[src/rtl/uart_pkg.sv]
// Shared types and defaults for the UART byte receiver.
package uart_pkg;

    localparam int DEFAULT_CLK_HZ = 50_000_000;
    localparam int DEFAULT_BAUD   = 9600;

    typedef enum logic [1:0] {
        IDLE  = 2'd0,
        START = 2'd1,
        DATA  = 2'd2,
        STOP  = 2'd3
    } state_t;

endpackage

[src/rtl/sync_2ff.sv]
// One-bit two-flop synchronizer for asynchronous inputs (serial line, buttons).
module sync_2ff #(
    parameter logic RESET_VAL = 1'b1
) (
    input  logic clk,
    input  logic rst_n,
    input  logic d_i,
    output logic q_o
);

    logic meta_q;
    logic sync_q;

    always_ff @(posedge clk or negedge rst_n) begin
        if (!rst_n) begin
            meta_q <= RESET_VAL;
            sync_q <= RESET_VAL;
        end else begin
            // NOTE: non-blocking assignments make this a true two-stage chain;
            // blocking ones would collapse both flops into one.
            meta_q <= d_i;
            sync_q <= meta_q;
        end
    end

    assign q_o = sync_q;

endmodule

[src/rtl/uart_rx_byte.sv]
// 8N1 UART receiver with mid-bit sampling; holds the last good byte for the
// 7-segment display driver and flags framing errors.
module uart_rx_byte
    import uart_pkg::*;
#(
    parameter int CLK_HZ = DEFAULT_CLK_HZ,
    parameter int BAUD   = DEFAULT_BAUD
) (
    input  logic       clk,
    input  logic       rst_n,
    input  logic       rx,
    output logic [7:0] data_indikators,
    output logic       data_valid,
    output logic       busy,
    output logic       frame_error
);

    localparam int CLKS_PER_BIT = CLK_HZ / BAUD;
    localparam int HALF_BIT     = CLKS_PER_BIT / 2;
    localparam int CNT_W        = $clog2(CLKS_PER_BIT);

    localparam logic [CNT_W-1:0] BIT_LAST  = CNT_W'(CLKS_PER_BIT - 1);
    localparam logic [CNT_W-1:0] HALF_LAST = CNT_W'(HALF_BIT - 1);

    logic rx_s;

    state_t           state_q,   state_d;
    logic [CNT_W-1:0] clk_cnt_q, clk_cnt_d;
    logic [2:0]       bit_idx_q, bit_idx_d;
    logic [7:0]       shift_q,   shift_d;
    logic [7:0]       data_q,    data_d;
    logic             valid_q,   valid_d;
    logic             ferr_q,    ferr_d;

    sync_2ff #(
        .RESET_VAL (1'b1)
    ) u_rx_sync (
        .clk   (clk),
        .rst_n (rst_n),
        .d_i   (rx),
        .q_o   (rx_s)
    );

    always_ff @(posedge clk or negedge rst_n) begin
        if (!rst_n) begin
            state_q   <= IDLE;
            clk_cnt_q <= '0;
            bit_idx_q <= '0;
            shift_q   <= '0;
            data_q    <= '0;
            valid_q   <= 1'b0;
            ferr_q    <= 1'b0;
        end else begin
            state_q   <= state_d;
            clk_cnt_q <= clk_cnt_d;
            bit_idx_q <= bit_idx_d;
            shift_q   <= shift_d;
            data_q    <= data_d;
            valid_q   <= valid_d;
            ferr_q    <= ferr_d;
        end
    end

    always_comb begin
        // NOTE: every target gets a default before the case so no path
        // leaves a signal unassigned, which would infer a latch.
        state_d   = state_q;
        clk_cnt_d = clk_cnt_q + CNT_W'(1);
        bit_idx_d = bit_idx_q;
        shift_d   = shift_q;
        data_d    = data_q;
        valid_d   = 1'b0;
        ferr_d    = ferr_q;

        case (state_q)
            IDLE: begin
                clk_cnt_d = '0;
                if (!rx_s) begin
                    state_d = START;
                end
            end

            // A start bit still low at its midpoint is real; otherwise it was a glitch.
            START: begin
                if (clk_cnt_q == HALF_LAST) begin
                    clk_cnt_d = '0;
                    bit_idx_d = '0;
                    state_d   = rx_s ? IDLE : DATA;
                end
            end

            DATA: begin
                if (clk_cnt_q == BIT_LAST) begin
                    clk_cnt_d = '0;
                    shift_d   = {rx_s, shift_q[7:1]};
                    if (bit_idx_q == 3'd7) begin
                        state_d = STOP;
                    end else begin
                        bit_idx_d = bit_idx_q + 3'd1;
                    end
                end
            end

            // Leaving at the stop-bit midpoint gives half a bit of slack for
            // a back-to-back start edge.
            STOP: begin
                if (clk_cnt_q == BIT_LAST) begin
                    clk_cnt_d = '0;
                    state_d   = IDLE;
                    if (rx_s) begin
                        data_d  = shift_q;
                        valid_d = 1'b1;
                        ferr_d  = 1'b0;
                    end else begin
                        ferr_d  = 1'b1;
                    end
                end
            end
        endcase
    end

    assign data_indikators = data_q;
    assign data_valid      = valid_q;
    assign frame_error     = ferr_q;
    assign busy            = (state_q != IDLE);

endmodule

[config.mk]
export PLATFORM = sky130hd
export DESIGN_NAME = uart_rx_byte
export DESIGN_NICKNAME = d
export VERILOG_FILES = /design/src/rtl/uart_pkg.sv /design/src/rtl/sync_2ff.sv /design/src/rtl/uart_rx_byte.sv
export SDC_FILE = /design/constraint.sdc
export NUM_CORES = 1
export LEC_CHECK = 0
export ABC_AREA = 0
export CORE_UTILIZATION = 45
export CTS_CLUSTER_SIZE = 14
export DETAILED_ROUTE_END_ITERATION = 12
export DONT_BUFFER_PORTS = 1
export PLACE_DENSITY = 0.71
export RECOVER_POWER = 100
export SYNTH_ARGS = -nofsm -noshare
export SYNTH_HDL_FRONTEND = slang
export SYNTH_HIERARCHICAL = 1
export SYNTH_SLANG_ARGS = --single-unit
[constraint.sdc]
create_clock -name clk -period 3 [get_ports clk]
set_input_delay 0.45 -clock clk [delete_from_list [all_inputs] [get_ports clk]]
set_output_delay 0.45 -clock clk [all_outputs]
set_load 0.05 [all_outputs]
Word-level counts from Yosys, hierarchy flattened. Cells that the tools add are included.

Register bits after elaboration: 38. Input port bits: 3. Logic and storage cells: 50. Output and inout bits: 11.

$add $sub $neg: 2. Equal/unequal tests: 12. Reductions and logical operators: 9. Muxes and demuxes: 18.

Operators by type and width (count): 13-bit one-hot mux with 3 select lines (1); 13-bit two-way mux (2); 13-bit by 1-bit adder with 13-bit output (second input constant) (1); 13-bit by 12-bit equality test with 1-bit output (second input constant) (1); 13-bit equality test (second input constant) (1); 2-bit two-way mux (6); 2-bit != test (second input constant) (6); 3-bit two-way mux (3); 2-bit one-hot mux with 4 select lines (1); 3-bit one-hot mux with 2 select lines (1); 5-bit AND reduction (1); 2-bit equality test (second input constant) (2); 1-bit two-way mux (4); 2-bit AND reduction (2); 4-bit AND reduction (1); 2-bit nonzero test (2); 3-bit by 1-bit adder with 3-bit output (second input constant) (1); 3-bit equality test (second input constant) (1); 3-bit AND reduction (1); 2-bit by 1-bit equality test with 1-bit output (second input constant) (1); 2-bit zero test (1); 2-bit OR reduction (1).

Depth between registers and ports, before layout.
Depth after elaboration: 4. Mapped depth: 7.

Modules after synthesis. Netlist, hierarchy kept.

By module, submodules not included: uart_rx_byte (cells each 138, area each 1670.4 um^2, instances 1); sync_2ff (cells each 2, area each 52.6 um^2, instances 1).

Least setup slack after synthesis. OpenSTA, ideal clock, no wires.

Path type: register to register. Start: register clk_cnt_q[3]. End: register clk_cnt_q[11]. Data required time: 2.881 ns. Clock period less this slack: 2.100 ns. Data arrival time: 1.981 ns. Stages on the path, launching flop included: 6. Buffers on the path: 1. Setup slack: 0.900 ns. Setup time: 0.119 ns. Cell sequence: dfrtp_1 > or4b_1 > nor4_4 > a2bb2oi_1 > buf_4 > nor2_1.

Word-level cells in the longest chain between the ends: 3. Elaborated cells between the ends (all ways): 6. Classes of those cells: 1 x add/sub; 2 x eq/ne; 3 x mux.

Ends and longest elaborated chain: start: declaration (line uart_rx_byte.sv:28) `logic [CNT_W-1:0] clk_cnt_q, clk_cnt_d;`; start signal: assignment (line uart_rx_byte.sv:55) `clk_cnt_q <= clk_cnt_d;`; 13-bit by 1-bit adder with 13-bit output, or another cell as far along (line uart_rx_byte.sv:68) `clk_cnt_d = clk_cnt_q + CNT_W'(1);`; 13-bit two-way mux (on tied branches) (line uart_rx_byte.sv:93, uart_rx_byte.sv:107, uart_rx_byte.sv:85); 13-bit one-hot mux with 3 select lines * (line uart_rx_byte.sv:75) `case (state_q)`; net clk_cnt_d[11] (line uart_rx_byte.sv:28).

The timed path passes the listed nets; every way through them passes the cells marked *. A chain may end at the register's enable or synchronous reset.

Worst setup path after layout.
Start: register clk_cnt_q[3]. End: register data_q[5], in the netlist data_indikators[5].

Word-level cells in the longest chain between the ends: 2.

Ends and longest elaborated chain: 13-bit equality test (line uart_rx_byte.sv:107) `if (clk_cnt_q == BIT_LAST) begin`; 3-bit AND reduction (no source line); end signal: assignment (line uart_rx_byte.sv:58) `data_q <= data_d;`; end: declaration (line uart_rx_byte.sv:31) `logic [7:0] data_q, data_d;`.

Every way passes these cells.

==> flow_summary.ini <==
[outcome]
status = finished clean

[logic_synthesis]
ys.warnings.count = 6
synth_nets = 146
syn_avg_cell_area_sq_um = 12.3
synthTopCellsByCount = dfrtp_1 (36), mux2_2 (16), nor2_1 (14)
yosys-top-cells-area = dfrtp_1 (52%), mux2_2 (10%), xor2_1 (3.6%)
post-synth-top-area-cell = dfrtp_1
synth_edf_count = 0
ys_seq_area_share_pct = 55.3
yosysTopAreaCellShare_pct = 52.3
synth.most_common_cell = dfrtp_1
synthesis.area_sq_um = 1720
synth_flop_cell = dfrtp_1
synthCells = 140
synth_cell_types = 34
synth_seq_cells = 38
postSynth.asyncResetShare_pct = 100

[routing]
vias = 1067
drtIter0Drc = 79
drc = 0
viasPerCell = 5.50
wl_um = 3040
wire_per_inst_um = 15.7
dr.pass1.iters = 4
ant_nets = 0

[final_layout]
multi_input_area_sq_um = 711
fin_util_pct = 52.3
nets = 151
n_antenna_cell = 0
drive_gt1_share_pct = 21.2
fillers = 315
seq_area_sq_um = 953
area_growth_pct = 11.1

[die]
rows = 22
start_util_pct = 47.1
chipWidth_um = 63.9
io_pins = 14
die_h_um = 63.9
fp.dieArea_sq_um = 4080
fp.coreArea_sq_um = 3660

[global_routing]
grt_use_met1_pct = 19.3
grtUsageTotal_pct = 18.0
grt_pass1_vias = 1207
antenna_found_initial = 0
use_met2_pct = 31.5
top_usage_layer = met2
grt_max_degree = 39
use_met3_pct = 5.54
overflow = 0
grt_pass1_wl_um = 5440

[place]
place.gp.congestion = 0.839
dp_slack_ns = 0.694
port_buffers = 0
hpwl_um = 2180

[power_and_ir_drop]
power.leakage_nw = 0.885
ir_drop_mv = 0.414
power_density_nw_per_um2 = 545
power_mw = 1.04

[setup_path]
crit_slowest_cell = or4b_1
path_max_fanout = 9
path_class = reg2reg
startpoint_type = register
max_stage_delay_ns = 0.59
worst-path-buf-inv = 0
cp-end-kind = register
crit_arrival_ns = 2.70
cp_top_family = simple AND/OR/NAND/NOR gates
required_ns = 3.17
crit_chain = or4b_1 -> nor4_4 -> nand4_1 -> mux2_2

[sta]
clock_skew_ns = 0.00718
worst_hold_slack_ns = 0.156
period_share_pct = 84.3
min_period_ns = 2.53
timing.fmax_ghz = 0.395
setup_tns_ns = 0
hold_viol = 0
setup_viol = 0
slew-limit-headroom_pct = 61.8
worst_pin_slew_ns = 0.572
final_max_slew_viol_count = 0
timing.final.ws_setup_ns = 0.471
rsz0062_at_grt = no

[clock_network]
cts_setup_buffers = 0
cts-buffers-inserted = 5
worst_skew_pair.late_latency_ns = 0.29
clk_path_buf_depth = 2
cts_tree = done
clock-root-buffer = clkbuf_8
cts.sinks = 38
clkTransAtPathRegs_ns = 0.08
cts_max_level = 2
cts_resized = 0

[worst_hold_path]
min_path_type = in2reg

[job]
max_cap_viol_count = 0
## final timing paths
| kind | depth (start not counted) | to | slack [ns] | startpoint |
|---|---|---|---|---|
| max in group asynchronous | 2 | u_rx_sync/q_o$_DFF_PN1_ | 2.13 | rst_n |
| hold reg to reg | 0 | u_rx_sync/q_o$_DFF_PN1_ | 0.36 | u_rx_sync/meta_q$_DFF_PN1_ |
| hold / removal | 0 | u_rx_sync/meta_q$_DFF_PN1_ | 0.16 | rx |
| setup reg to reg | 4 | data_indikators[5]$_DFFE_PN0P_ | 0.47 | clk_cnt_q[3]$_DFF_PN0_ |
| setup / recovery | 4 | data_indikators[5]$_DFFE_PN0P_ | 0.47 | clk_cnt_q[3]$_DFF_PN0_ |
| min in group asynchronous | 2 | clk_cnt_q[12]$_DFF_PN0_ | 0.60 | rst_n |
## metal layers
metal	up-vias	share of wire, %
li1	500	-
met1	528	41
met2	32	52
met3	7	5.1
met4	0	1.9
met5	-	0
## sequential cells by signal, summed over array words and instances (netlist names), named ones only
register          cells
u_rx_sync/meta_q      1
u_rx_sync/q_o         1
state_q               1
clk_cnt_q            13
frame_error           1
data_valid            1
data_indikators       8
bit_idx_q             3
shift_q               8
## report_power, final
part	leakage (nW)	switching, mW	internal, mW	total (mW)
Clock	0.0683	0.181	0.333	0.514
Combinational	0.307	0.0100	0.00367	0.0137
Sequential	0.509	0.00113	0.514	0.516
## kinds of logic (layout without fill, tap and decap cells)
group | count (synthesis) | in the layout | synth area share [%]
DFF | 38 | 38 | 55.3
buffers and inverters | 10 | 16 | 2.40
and+or+nand+nor | 54 | 54 | 20.1
muxes | 19 | 19 | 12.2
xor gates and xnor gates | 11 | 11 | 5.59
AOI/OAI and AO/OA | 5 | 5 | 2.18
adders and majority gates | 3 | 3 | 2.18
## layout make-up
class	instances	area share, %
clock inverters	3	3.59
multi-input cells	92	37.1
clock buffers	5	3.59
well taps	48	3.14
inverters	5	0.980
flip-flops and latches	38	49.8
repair buffers	3	1.76
## repair_timing
action	4_1_cts	5_1_grt
endpoints found under the hold margin	38	0
hold buffers	2	0
endpoints found under the setup margin	0	0
## worst reg2reg max path: stages, from the launching register on
cell,delay [ns]
dfrtp_1,0.43
or4b_1,0.59
nor4_4,0.46
nand4_1,0.48
mux2_2,0.44
## per-stage QoR
stage	cells	area (sq um)
final	194	1910
after global routing	194	1910
after CTS	194	1940
after detailed placement	184	1770
after global placement	184	1770
after floorplan	140	1720
## placed cells by master (no fill, tap or decap)
cell type / Yosys / final
clkbuf_8: 0 / 5
buf_12: 0 / 1
dlygate4sd3_1: 0 / 1
nand3_1: 7 / 7
ha_1: 3 / 3
and3_1: 5 / 5
xnor2_1: 4 / 4
nand4_1: 3 / 4
or2_2: 1 / 1
and4_1: 2 / 2
nor2b_1: 2 / 2
or4b_1: 1 / 1
nor4_4: 1 / 1
nor3b_1: 2 / 2
nor2_1: 14 / 14
nor4b_1: 2 / 2
clkbuf_1: 4 / 1
xor2_1: 7 / 7
bufinv_16: 0 / 2
mux2i_1: 3 / 3
mux2_2: 16 / 16
nand2_1: 6 / 7
a2bb2oi_1: 1 / 1
nor4b_4: 1 / 1
nand3b_1: 1 / 1
dfstp_2: 2 / 2
a21oi_1: 1 / 1
or3b_2: 1 / 1
nand4b_1: 1 / 1
nor3_1: 2 / 2
clkinv_4: 0 / 1
inv_1: 5 / 5
a32oi_1: 1 / 1
dfrtp_1: 36 / 36
o21a_1: 1 / 1
o211ai_1: 1 / 1
Note: power is estimated with default switching activity, not from simulation.
